### src/rtl/pc_sequencer_pkg.sv
// Shared definitions for the PC sequencer: state codes, control-flow opcodes
// and pc_block source-select codes.
package pc_sequencer_pkg;

  typedef enum logic [2:0] {
    ST_RST    = 3'd0,
    ST_FETCH  = 3'd1,
    ST_DECODE = 3'd2,
    ST_EXEC   = 3'd3,
    ST_HALT   = 3'd4
  } stateT;

  localparam logic [3:0] OP_J     = 4'h8;
  localparam logic [3:0] OP_JR    = 4'h9;
  localparam logic [3:0] OP_BR    = 4'hA;
  localparam logic [3:0] OP_JM    = 4'hB;
  localparam logic [3:0] OP_JPM   = 4'hC;
  localparam logic [3:0] OP_JCMP  = 4'hD;
  localparam logic [3:0] OP_JCMPL = 4'hE;
  localparam logic [3:0] OP_HALT  = 4'hF;

  // Source-select encodings shared with pc_block
  localparam logic [3:0] PC2       = 4'd0;
  localparam logic [3:0] IMMPC     = 4'd1;
  localparam logic [3:0] IMMADDR   = 4'd2;
  localparam logic [3:0] RA        = 4'd3;
  localparam logic [3:0] MARY      = 4'd4;
  localparam logic [3:0] PCMARY    = 4'd5;
  localparam logic [3:0] JCMPIMM   = 4'd6;
  localparam logic [3:0] JCMPIMMLS = 4'd7;

endpackage

### src/rtl/pc_src_decode.sv
// Maps the latched opcode to the PC controls applied in the execute state.
module pc_src_decode
  import pc_sequencer_pkg::*;
(
  input  logic [3:0] opReg,
  output logic [3:0] pcSrc,
  output logic       pcWrite,
  output logic       jcmp,
  output logic       isHalt
);

  always_comb begin
    pcSrc   = PC2;
    pcWrite = 1'b0;
    jcmp    = 1'b0;
    isHalt  = 1'b0;
    unique case (opReg)
      OP_J:     begin pcSrc = IMMADDR;   pcWrite = 1'b1; end
      OP_JR:    begin pcSrc = RA;        pcWrite = 1'b1; end
      OP_BR:    begin pcSrc = IMMPC;     pcWrite = 1'b1; end
      OP_JM:    begin pcSrc = MARY;      pcWrite = 1'b1; end
      OP_JPM:   begin pcSrc = PCMARY;    pcWrite = 1'b1; end
      OP_JCMP:  begin pcSrc = JCMPIMM;   pcWrite = 1'b1; jcmp = 1'b1; end
      OP_JCMPL: begin pcSrc = JCMPIMMLS; pcWrite = 1'b1; jcmp = 1'b1; end
      OP_HALT:  isHalt = 1'b1;
      default:  ;
    endcase
  end

endmodule

### src/rtl/pc_sequencer.sv
// Multicycle fetch/decode/execute control FSM driving pc_block, with memory
// ready handshake, execute stall and a retired-instruction counter.
module pc_sequencer
  import pc_sequencer_pkg::*;
#(
  parameter int unsigned COUNT_W = 16
) (
  input  logic               clock,
  input  logic               reset,
  input  logic [3:0]         opcode,
  input  logic               memReady,
  input  logic               stall,
  output logic               memReq,
  output logic               irWrite,
  output logic               pcWrite,
  output logic [3:0]         pcSrc,
  output logic               jcmp,
  output logic               pcReset,
  output logic               halted,
  output logic [COUNT_W-1:0] instrCount,
  output logic [2:0]         state
);

  stateT      curState, nextState;
  logic [3:0] opReg;
  logic [3:0] decSrc;
  logic       decWrite, decJcmp, decHalt;
  logic       retire;

  pc_src_decode uDecode (
    .opReg   (opReg),
    .pcSrc   (decSrc),
    .pcWrite (decWrite),
    .jcmp    (decJcmp),
    .isHalt  (decHalt)
  );

  assign retire = (curState == ST_EXEC) && !stall && !decHalt;
  assign state  = curState;

  always_ff @(posedge clock or posedge reset) begin
    if (reset) curState <= ST_RST;
    else       curState <= nextState;
  end

  always_ff @(posedge clock or posedge reset) begin
    if (reset) begin
      opReg      <= '0;
      instrCount <= '0;
    end else begin
      if (curState == ST_DECODE) opReg <= opcode;
      if (retire) instrCount <= instrCount + COUNT_W'(1);
    end
  end

  always_comb begin
    nextState = curState;
    unique case (curState)
      ST_RST:    nextState = ST_FETCH;
      ST_FETCH:  nextState = memReady ? ST_DECODE : ST_FETCH;
      ST_DECODE: nextState = ST_EXEC;
      // stall takes priority over a pending halt
      ST_EXEC:   if (!stall) nextState = decHalt ? ST_HALT : ST_FETCH;
      ST_HALT:   nextState = ST_HALT;
      default:   nextState = ST_RST;
    endcase
  end

  always_comb begin
    memReq  = 1'b0;
    irWrite = 1'b0;
    pcWrite = 1'b0;
    pcSrc   = PC2;
    jcmp    = 1'b0;
    pcReset = 1'b0;
    halted  = 1'b0;
    unique case (curState)
      ST_RST:   pcReset = 1'b1;
      ST_FETCH: begin
        memReq = 1'b1;
        if (memReady) begin
          irWrite = 1'b1;
          pcWrite = 1'b1;
        end
      end
      ST_EXEC: begin
        if (!stall) begin
          pcWrite = decWrite;
          pcSrc   = decSrc;
          jcmp    = decJcmp;
        end
      end
      ST_HALT:  halted = 1'b1;
      default:  ;
    endcase
  end

endmodule
### config.mk
export PLATFORM = sky130hd
export DESIGN_NAME = pc_sequencer
export DESIGN_NICKNAME = d
export VERILOG_FILES = /design/src/rtl/pc_sequencer_pkg.sv /design/src/rtl/pc_src_decode.sv /design/src/rtl/pc_sequencer.sv
export SDC_FILE = /design/constraint.sdc
export NUM_CORES = 1
export LEC_CHECK = 0
export ABC_CLOCK_PERIOD_IN_PS = 2200
export BUFFER_PORTS_ARGS = -buffer_cell sky130_fd_sc_hd__buf_2
export CAP_MARGIN = 20
export CELL_PAD_IN_SITES_DETAIL_PLACEMENT = 0
export CELL_PAD_IN_SITES_GLOBAL_PLACEMENT = 2
export CORE_ASPECT_RATIO = 1.4
export CORE_UTILIZATION = 32
export CTS_BUF_LIST = sky130_fd_sc_hd__clkbuf_2
export DETAILED_ROUTE_END_ITERATION = 7
export PLACE_DENSITY_LB_ADDON = 0.1
export SLEW_MARGIN = 25
export SYNTH_ARGS = -nofsm -noshare
export SYNTH_HDL_FRONTEND = slang
export SYNTH_SLANG_ARGS = --single-unit
### constraint.sdc
create_clock -name clock -period 2.2 [get_ports clock]
set_clock_uncertainty 0.05 [all_clocks]
set_input_delay 0.11 -clock clock [delete_from_list [all_inputs] [get_ports clock]]
set_output_delay 0.11 -clock clock [all_outputs]
set_load 0.02 [all_outputs]
==> reports/results.txt <==
Register area: 578 um2
Final period utilization: 0.896
Worst-Margin Slew: 0.856 ns
H-tree depth: 1
Die area: 4020 um2
Multi-input logic area: 578 um2
Outcome: completed
Cell area after synthesis: 1210 um2
Worst Path Buf+Inv: 1
Post-synth EDFFs: 0
Commonest non-fill, non-tap cell in the layout: buf_2
Vias in the first global route: 871
Leakage: 0.000707 uW
DR vias/cell: 4.71
Setup TNS: 0 ns
Core area: 3610 um2
HP Class: in -> reg
Most used DFF post-synth: dfrtp_1
Longest Clk Path Bufs: 2
Pwr Total: 1460 uW
CTS clk-pin slew, worst paths: 0.23 ns
Crit path largest cell delay: 0.52 ns
Largest net degree at the start of global routing: 24
Post-route ant nets: 0
DR iter-0 viols: 9
Startpoint Class: flop
Worst Hold Margin: 0.0292 ns
Power per cell area: 998 nW/um2
CTS Buf Count: 3
DR pass1 iterations: 4
Cells along the critical path: nand2b_1 -> nor3b_1 -> nand2_1 -> nor2_1 -> buf_2
Final hold viol count: 0
Synth Instances: 112
Fillers: 369
Ant diodes: 0
Initial antenna violation count: 0
Vias: 905
Remaining DRCs: 0
Fraction of layout cells with a size suffix above 1: 0.353
Crit path kind: reg -> out
Fin. max-slew vios: 0
Mapped Nets: 121
First-pass GRT wire length: 3910 um
Num Clock Sinks: 23
Overall Global Routing Usage: 0.136
FF+latch count, synth: 23
Clock Latency Late Sink: 0.35 ns
Nets: 160
Die width: 53.9 um
Routed len/inst: 12.7 um
Crit path DAT: 1.81 ns
CTS Root Cell: clkbuf_2
Initial Util: 0.334
Relative slew slack: 0.426
Asr flop ratio synth: 1.00
Syn Area/Cell: 10.8 um2
TritonCTS clock tree: done
Final min period: 1.97 ns
CP delay by family, top: simple AND/OR/NAND/NOR gates
Setup violations, final: 0
I/O pins: 37
Number of max-cap violations: 0
Most frequent cells in the layout: buf_2, dfrtp_1, xnor2_1
Die Y: 74.6 um
Row cnt: 26
GPL Wtd Cong: 0.681
RSZ-0062 raised after global routing: no
Synth warn: 0
F_max: 508 MHz
Layout area overhead: 21.7%
Crit Path Max Fanout: 9
CP required: 2.04 ns
Grt total ovfl: 0
PortBufs: 35
Cell variety after synth: 29
Number of buffers added for setup after CTS: 0
Final wirelength: 2430 um
Post-synthesis sequential area ratio: 0.477
CP Capture Type: primary output
Slowest cell on crit path: dfrtp_2
Worst IR drop on VDD: 0.000540 V
-- synthesized netlist by cell type (all sizes together), types with 2 or more instances --
| library cell | number | area share |
|---|---|---|
| a21oi | 2 | 0.0083 |
| and3 | 3 | 0.016 |
| buf | 6 | 0.034 |
| dfrtp | 23 | 0.48 |
| inv | 3 | 0.0093 |
| mux2 | 5 | 0.047 |
| nand2 | 8 | 0.025 |
| nand2b | 2 | 0.010 |
| nand3 | 8 | 0.033 |
| nand4 | 5 | 0.026 |
| nor2 | 9 | 0.028 |
| nor3 | 4 | 0.021 |
| nor3b | 4 | 0.025 |
| xnor2 | 13 | 0.094 |
| xor2 | 6 | 0.044 |
-- worst reg2reg max path, cell delays in order, from the launching register on --
cell and delay [ns]:
dfrtp_1 0.52, nand4bb_4 0.27, nor4_4 0.43, nand4_1 0.17, xnor2_1 0.16
-- flip-flops by register name, summed over array words and instances (netlist names) --
register / count
instrCount: 16
opReg: 4
state: 3
-- power breakdown --
| group | switching [uW] | leakage [uW] | total, uW | internal (uW) |
|---|---|---|---|---|
| sequential | 180 | 0.000297 | 702 | 522 |
| clock | 142 | 0.0000126 | 184 | 42.2 |
| combinational | 315 | 0.000397 | 579 | 264 |
-- area by class of cell --
type,count,share of cell area
clock buffer,3,0.0102
clock inverter,1,0.00512
inverter,3,0.00767
multi-input combinational,80,0.394
sequential,23,0.394
tap,42,0.0358
timing repair buffer,40,0.153
-- per-stage QoR --
| step | cells | setup slack (ns) | utilization | cell area [um2] |
|---|---|---|---|---|
| 5_1_grt | 192 | 0.0627 | 0.406 | 1470 |
| 3_3_place_gp | 183 | 0.535 | 0.386 | 1390 |
| 6_report | 192 | 0.230 | 0.406 | 1470 |
| 3_5_place_dp | 183 | 0.486 | 0.386 | 1390 |
| 4_1_cts | 192 | 0.104 | 0.406 | 1470 |
| 2_1_floorplan | 112 | 0.508 | - | 1210 |
-- kinds of logic after synthesis --
kind of cell,Yosys count,share of synthesized area
compound gates,5,0.0270
other cells,1,0.00311
xor+xnor,19,0.138
flops,23,0.477
simple gates,49,0.254
fa+ha+maj,1,0.0104
mux,5,0.0467
buf+inv,9,0.0436
-- worst paths after layout --
kind | cells past startpoint | endpoint | slack, ns | start
min in group asynchronous | 3 | opReg[1] | 0.27 | reset
worst min-delay path | 4 | state[0] | 0.03 | memReady
worst max-delay path | 5 | pcSrc[1] | 0.23 | state[0]
worst max register to register | 4 | instrCount[15] | 0.54 | state[2]
worst min register to register | 1 | instrCount[15] | 0.44 | instrCount[15]
max in group asynchronous | 3 | state[0] | 1.39 | reset
-- metal layers --
| layer | global-route usage | routed length (um) | vias up |
|---|---|---|---|
| li1 | - | - | 454 |
| met1 | 0.148 | 1000 | 430 |
| met2 | 0.246 | 1330 | 19 |
| met3 | 0.0263 | 73 | 2 |
| met4 | 0.0614 | 25 | 0 |
| met5 | 0 | 0 | - |
-- repair_timing --
item,4_1_cts,5_1_grt
endpoints found under the hold margin,27,0
hold buffers,5,0
gates resized for setup,0,2
setup endpoints to repair,0,4
(Power assumes the default switching activity.)
